File: config.mk
export PLATFORM = sky130hd
export DESIGN_NAME = param_sync_fifo
export DESIGN_NICKNAME = d
export VERILOG_FILES = /design/src/rtl/fifo_pkg.sv /design/src/rtl/fifo_mem.sv /design/src/rtl/param_sync_fifo.sv
export SDC_FILE = /design/constraint.sdc
export NUM_CORES = 1
export LEC_CHECK = 0
export CAP_MARGIN = 20
export CORE_UTILIZATION = 34
export DETAILED_ROUTE_END_ITERATION = 8
export PLACE_DENSITY = 0.51
export SLEW_MARGIN = 20
export SYNTH_ARGS = -nofsm -noshare
export SYNTH_HDL_FRONTEND = slang
export SYNTH_SLANG_ARGS = --single-unit
File: constraint.sdc
create_clock -name clk -period 7.9 [get_ports clk]
set_input_delay 1.185 -clock clk [delete_from_list [all_inputs] [get_ports clk]]
set_output_delay 1.185 -clock clk [all_outputs]
set_load 0.01 [all_outputs]
File: src/rtl/fifo_pkg.sv
// Shared definitions for the synchronous FIFO family: default sizes and a
// ceil-log2 helper usable in constant expressions.
package fifo_pkg;

    localparam int unsigned DEFAULT_DATA_WIDTH = 8;
    localparam int unsigned DEFAULT_DEPTH      = 16;

    // Number of address bits needed to index 'value' entries.
    function automatic int unsigned clog2(input int unsigned value);
        int unsigned result;
        result = 0;
        for (int unsigned v = value - 1; v != 0; v = v >> 1) begin
            result++;
        end
        return result;
    endfunction

endpackage

File: src/rtl/fifo_mem.sv
// Simple dual-port storage: synchronous write, synchronous read into a
// reset-clearable output register that holds when no read is accepted.
module fifo_mem
    import fifo_pkg::*;
#(
    parameter  int unsigned DATA_WIDTH = DEFAULT_DATA_WIDTH,
    parameter  int unsigned DEPTH      = DEFAULT_DEPTH,
    localparam int unsigned AW         = clog2(DEPTH)
) (
    input  logic                  clk,
    input  logic                  rst_n,
    input  logic                  we_i,
    input  logic [AW-1:0]         waddr_i,
    input  logic [DATA_WIDTH-1:0] wdata_i,
    input  logic                  re_i,
    input  logic [AW-1:0]         raddr_i,
    output logic [DATA_WIDTH-1:0] rdata_o
);

    logic [DATA_WIDTH-1:0] mem_q [DEPTH];
    logic [DATA_WIDTH-1:0] rdata_q;

    // Storage is intentionally not reset.
    always_ff @(posedge clk) begin
        if (we_i) begin
            mem_q[waddr_i] <= wdata_i;
        end
    end

    always_ff @(posedge clk or negedge rst_n) begin
        if (!rst_n) begin
            rdata_q <= '0;
        end else if (re_i) begin
            rdata_q <= mem_q[raddr_i];
        end
    end

    assign rdata_o = rdata_q;

endmodule

File: src/rtl/param_sync_fifo.sv
// Parametrised single-clock FIFO with wrap-bit pointers, occupancy count,
// programmable almost-full/almost-empty levels and overflow/underflow pulses.
module param_sync_fifo
    import fifo_pkg::*;
#(
    parameter  int unsigned DATA_WIDTH = DEFAULT_DATA_WIDTH,
    parameter  int unsigned DEPTH      = DEFAULT_DEPTH,
    parameter  int unsigned AF_THRESH  = DEPTH - 2,
    parameter  int unsigned AE_THRESH  = 2,
    localparam int unsigned AW         = clog2(DEPTH)
) (
    input  logic                  clk,
    input  logic                  reset,
    input  logic                  w_en,
    input  logic [DATA_WIDTH-1:0] data_in,
    input  logic                  r_en,
    output logic [DATA_WIDTH-1:0] data_out,
    output logic                  full,
    output logic                  empty,
    output logic                  almost_full,
    output logic                  almost_empty,
    output logic [AW:0]           count,
    output logic                  overflow,
    output logic                  underflow
);

    localparam int unsigned PW     = AW + 1;
    localparam logic [AW:0] AF_LVL = PW'(AF_THRESH);
    localparam logic [AW:0] AE_LVL = PW'(AE_THRESH);

    if (DEPTH < 2 || (DEPTH & (DEPTH - 1)) != 0) begin : g_bad_depth
        $error("param_sync_fifo: DEPTH must be a power of two and at least 2");
    end
    if (AF_THRESH > DEPTH) begin : g_bad_af
        $error("param_sync_fifo: AF_THRESH must not exceed DEPTH");
    end
    if (AE_THRESH >= DEPTH) begin : g_bad_ae
        $error("param_sync_fifo: AE_THRESH must be below DEPTH");
    end

    logic [AW:0] w_ptr_q, w_ptr_d;
    logic [AW:0] r_ptr_q, r_ptr_d;
    logic [AW:0] count_q, count_d;
    logic        overflow_q, overflow_d;
    logic        underflow_q, underflow_d;
    logic        wr_acc_c, rd_acc_c;

    // Flags depend only on registered state.
    assign full         = (w_ptr_q[AW] != r_ptr_q[AW]) && (w_ptr_q[AW-1:0] == r_ptr_q[AW-1:0]);
    assign empty        = (w_ptr_q == r_ptr_q);
    assign almost_full  = (count_q >= AF_LVL);
    assign almost_empty = (count_q <= AE_LVL);
    assign count        = count_q;
    assign overflow     = overflow_q;
    assign underflow    = underflow_q;

    assign wr_acc_c = w_en && !full;
    assign rd_acc_c = r_en && !empty;

    always_comb begin
        w_ptr_d     = w_ptr_q;
        r_ptr_d     = r_ptr_q;
        count_d     = count_q;
        overflow_d  = w_en && full;
        underflow_d = r_en && empty;
        if (wr_acc_c) begin
            w_ptr_d = w_ptr_q + PW'(1);
        end
        if (rd_acc_c) begin
            r_ptr_d = r_ptr_q + PW'(1);
        end
        if (wr_acc_c && !rd_acc_c) begin
            count_d = count_q + PW'(1);
        end else if (rd_acc_c && !wr_acc_c) begin
            count_d = count_q - PW'(1);
        end
    end

    always_ff @(posedge clk or negedge reset) begin
        if (!reset) begin
            w_ptr_q     <= '0;
            r_ptr_q     <= '0;
            count_q     <= '0;
            overflow_q  <= 1'b0;
            underflow_q <= 1'b0;
        end else begin
            w_ptr_q     <= w_ptr_d;
            r_ptr_q     <= r_ptr_d;
            count_q     <= count_d;
            overflow_q  <= overflow_d;
            underflow_q <= underflow_d;
        end
    end

    fifo_mem #(
        .DATA_WIDTH (DATA_WIDTH),
        .DEPTH      (DEPTH)
    ) u_mem (
        .clk     (clk),
        .rst_n   (reset),
        .we_i    (wr_acc_c),
        .waddr_i (w_ptr_q[AW-1:0]),
        .wdata_i (data_in),
        .re_i    (rd_acc_c),
        .raddr_i (r_ptr_q[AW-1:0]),
        .rdata_o (data_out)
    );

endmodule

[After elaboration in Yosys (flattened, before gate mapping)]
Memories as Yosys holds them, arrays and structs flattened. A register that Yosys moved wholly into a read port is not among the register bits.
Index checks and enable logic that the tools add are counted.
W data, S select, Z words.
Storage, ports and cells
  RAM bits: 128
  bits in registers: 17
  memories: 1
  logic and storage cells: 32
Cells by class
  order comparisons: 2
  equality and inequality tests: 3
  muxes and demuxes: 4
  add/subtract/negate cells: 4
  reductions and logical operators: 13
Memory list
  u_mem.mem_q: words 16, bits a word 8, read ports 1, clocked after Yosys merged registers in 1, write ports 1, line fifo_mem.sv:20  | logic [DATA_WIDTH-1:0] mem_q [DEPTH];
Operators with widths (number)
  $add A5 B1 Y5 const B: 3
  $mux W5: 2
  $logic_and A1 B1 Y1: 7
  $eq A5 B5 Y1: 1
  $ge A5 B4 Y1 const B: 1
  $le A5 B2 Y1 const B: 1
  $logic_not A1 Y1: 5
  $sub A5 B1 Y5 const B: 1
  $eq A4 B4 Y1: 1
  $mux W1: 2
  $reduce_bool A2 Y1: 1
  $ne A1 B1 Y1: 1

[Longest topological paths before layout]
  word-level depth: 8
  mapped depth: 14
  gate-level depth less buffers: 12

[Hierarchy]
A second synthesis with hierarchy kept.
Unflattened totals
  cells, all modules: 324
  area total of the unflattened synthesis: 6349.8 µm²
Modules (own cells, without submodules)
  fifo_mem: cells each 240, times used 1, area an instance 5331.4 µm²
  param_sync_fifo: cells each 84, times used 1, area an instance 1018.5 µm²

[Worst setup path before layout]
No wires, ideal clock.
  path type: in2reg
  start point: input r_en
  end point: register count_q[4] (netlist: count[4])
  cell stages on the path: 11
  path buffers: 1
  required time: 7.821 ns
  path slack: 4.572 ns
  library setup time: 0.079 ns
  arrival time: 3.249 ns
  cells stage by stage: a21boi_1 > clkbuf_1 > inv_1 > ha_1 > inv_1 > ha_1 > nor2b_1 > o21a_1 > or3_1 > a21oi_1 > xor2_1
Between the ends
  longest elaborated chain between the ends: 4
RTL lines
  start: declaration: line param_sync_fifo.sv:16  | input logic r_en,
  $logic_and A1 B1 Y1 (*): line param_sync_fifo.sv:58  | assign rd_acc_c = r_en && !empty;
  $logic_not A1 Y1: line param_sync_fifo.sv:72  | if (wr_acc_c && !rd_acc_c) begin
  $logic_and A1 B1 Y1: line param_sync_fifo.sv:72
  $mux W5 / $reduce_bool A2 Y1 (equally long branches)
  end signal: assignment: line param_sync_fifo.sv:89  | count_q <= count_d;
  end: declaration: line param_sync_fifo.sv:43  | logic [AW:0] count_q, count_d;
Mark *: on every way between the ends. The rest lies on a longest branch, timed or not.
A chain may end at the register's enable or synchronous reset.

[Worst setup path after layout]
  start point: register r_ptr_q[0]
  end point: output full
Between the ends
  longest elaborated chain between the ends: 2
RTL lines
  start: declaration: line param_sync_fifo.sv:42  | logic [AW:0] r_ptr_q, r_ptr_d;
  start signal: assignment: line param_sync_fifo.sv:88  | r_ptr_q <= r_ptr_d;
  $eq A4 B4 Y1: line param_sync_fifo.sv:49  | assign full = (w_ptr_q[AW] != r_ptr_q[AW]) && (w_ptr_q[AW-1:0] == r_ptr_q[AW-1:0]);
  $logic_and A1 B1 Y1: line param_sync_fifo.sv:49
  end: declaration: line param_sync_fifo.sv:18  | output logic full,
No other way between the ends.

==> results.toml <==
[floorplanning]
die_area_mm2 = 0.0192
rows = 49
chipWidth_um = 139
core_mm2 = 0.0181
io_pins = 31
die_h_um = 139
start_util_pct = 35.0

[timing]
whs_ns = 0.490
slew_headroom_pct = 39.2
period_share_pct = 51.4
slew_viol_final = 0
setup_viol = 0
hold_violations = 0
worst_pin_slew_ns = 0.906
max_freq_ghz = 0.246
final_period_minus_worst_setup_slack_ns = 4.06
rsz0062_at_grt = "no"
clock_skew_ns = 0.00983
fin_setup_tns_ns = 0

[clocking]
cts_num_sinks = 153
cts_hold_buf = 0
tritoncts = "done"
cts-buffers-inserted = 17
cts_setup_buffers = 0
clockRootBuffer = "clkbuf_16"
clockBufferDepth = 2
ctsResizeCount = 0
ctsHtreeMaxLevel = 4
clk_pin_slew_ns = 0.06
clkLatencyLatePin_ns = 0.42

[power]
p_leak_uw = 0.00258
combPwrFrac_pct = 31.0
seqPwrFrac_pct = 40.8
power_uw = 2720
swShare_pct = 31.8
p_int_uw = 1850
pwr-share-clk_pct = 28.2
p_per_area_mw_per_mm2 = 368
p_sw_uw = 866
peakVddDrop_uv = 193

[placed_design]
postPlaceCellArea_mm2 = 0.00682
io_buffers = 30
hpwl_um = 7780
gp_congestion = 0.729

[setup_path]
critPathMaxFanout = 22
required_ns = 6.71
crit_start = "r_ptr_q[0]$_DFFE_PN0P_"
cp_data_arrival_time_ns = 2.88
path_class = "reg2out"
cp_top_family = "flip-flops"
max_stage_delay_ns = 0.91
crit_path_end_kind = "primary output"
cp-start-kind = "register"
crit_chain = "xor2_1 > nor4_2 > and2_1 > clkdlybuf4s50_1"
r2r_start = "r_ptr_q[0]$_DFFE_PN0P_"
cp_slowest_cell = "dfrtp_1"
path_buf_inv = 1

[global_routing]
grt_pass1_wl_um = 19800
grt_max_degree = 53
grt_usage_pct = 14.3
grt_pass1_vias = 3199
antenna_found_initial = 0
grt-ovfl-total = 0

[flow_run]
maxCapViolations = 0

[yosys]
avgSynthCellArea_um2 = 17.8
synthTopCellsByCount = "128 x edfxtp_1, 25 x dfrtp_1, 19 x nor2b_1"
ys.flop_type = "edfxtp_1"
synthCells = 356
yosysTopAreaCell = "edfxtp_1"
ys_types = 34
ys_seq_area_share_pct = 70.3
synth.top_cell.area_share_pct = 60.5
syn-num-nets = 378
syn_area_mm2 = 0.00635
yosys_warnings = 0
synth-edff-count = 128
yosysMostFrequentCell = "edfxtp_1"
synthTopCellsByArea = "edfxtp_1 60%, dfrtp_1 9.8%, mux4_1 7.0%, mux4_2 2.5%, nor2b_1 1.9%"
synthArstFlopShare_pct = 16.3
synth-seq-cells = 153

[routing]
drtPass1Iterations = 8
vias = 3148
first_iter_violations = 359
drc = 6
wl_per_cell_um = 20.5
viasPerCell = 5.00
ant_nets = 0
wl_um = 12900

[outcome]
failed_checks = "design-rule violations"
status = "complete, but fails checks"

[final_layout]
fillers = 1614
drive_above_1_share_pct = 13.8
finish.instance_area_mm2 = 0.00738
final_nets = 409
num_antenna_cells = 0
syn2layout_area_growth_pct = 16.2

[hold_path]
min_path_type = "reg2reg"
hold_start = "r_ptr_q[4]$_DFFE_PN0P_"
-- power by group through the flow --
| stage | Sequential [uW] | Clock [uW] | Combinational, uW |
|---|---|---|---|
| floorplan | 1090 | 0 | 617 |
| global placement | 1130 | 0 | 842 |
| detailed placement | 1130 | 0 | 853 |
| CTS | 1110 | 782 | 855 |
| global route | 1130 | 814 | 924 |
| finish | 1110 | 767 | 843 |
-- worst register-to-register path, cell delays in order, from the launching register on --
cell and delay, ns:
dfrtp_1 0.91, xor2_1 0.18, nor4_2 0.61, a21boi_2 0.38, inv_1 0.13, ha_1 0.22
inv_1 0.10, ha_1 0.32, nor2b_1 0.15, o21a_1 0.17, or3_1 0.30, a21oi_1 0.19
xor2_1 0.15
-- cells in the final DEF, fill, tap and decap left out, types with 10 or more instances in the layout --
master / count
and3_1: 17
nor2b_1: 19
edfxtp_1: 128
a21oi_1: 18
dfrtp_1: 24
clkdlybuf4s50_1: 29
clkbuf_16: 17
mux4_1: 17
nor2_1: 10
-- registers in the layout, summed over array words and instances, names as in the netlist --
name,flops
count,5
w_ptr_q,5
u_mem.rdata_o,8
u_mem.mem_q,128
overflow,1
r_ptr_q,5
underflow,1
-- path summary, 6_finish.rpt --
check / to / slack, ns / depth (start not counted)
min reg2reg: r_ptr_q[4]$_DFFE_PN0P_ / 0.49 / 1
max: full / 3.84 / 4
max in group asynchronous: r_ptr_q[2]$_DFFE_PN0P_ / 6.74 / 1
min: r_ptr_q[4]$_DFFE_PN0P_ / 0.49 / 1
min in group asynchronous: count[0]$_DFFE_PN0P_ / 0.76 / 1
max reg2reg: count[4]$_DFFE_PN0P_ / 4.00 / 12
-- stage by stage --
stage	util, %	setup slack [ns]	std cells
floorplan	-	4.57	356
global placement	37.6	3.54	597
detailed placement	37.6	3.42	597
CTS	40.7	3.79	629
global route	40.7	3.64	629
finish	40.7	3.84	629
-- logic make-up (layout without fill, tap and decap cells) --
kind of cell / Yosys count / in the layout / synth area share [%]
simple gates: 62 / 62 / 5.57
fa+ha+maj: 10 / 10 / 2.09
buf+inv: 28 / 72 / 2.68
flops: 153 / 153 / 70.3
compound gates: 45 / 45 / 4.61
mux: 41 / 41 / 12.4
xor+xnor: 17 / 17 / 2.34
-- final cells by class --
class,instances,area [um^2],area share (%)
clock buffer,21,460,6.24
clock inverter,11,98.8,1.34
inverter,7,26.3,0.356
multi-input combinational,175,1720,23.3
sequential,153,4470,60.6
tap,229,287,3.88
timing repair buffer,33,318,4.31
-- routing by layer --
metal	routed length, um	track usage (%)	up-vias
li1	-	-	1466
met1	6310	19.9	1632
met2	6120	21.8	37
met3	269	3.42	13
met4	202	5.61	0
met5	0	0	-
Note: power is estimated with default switching activity, not from simulation.
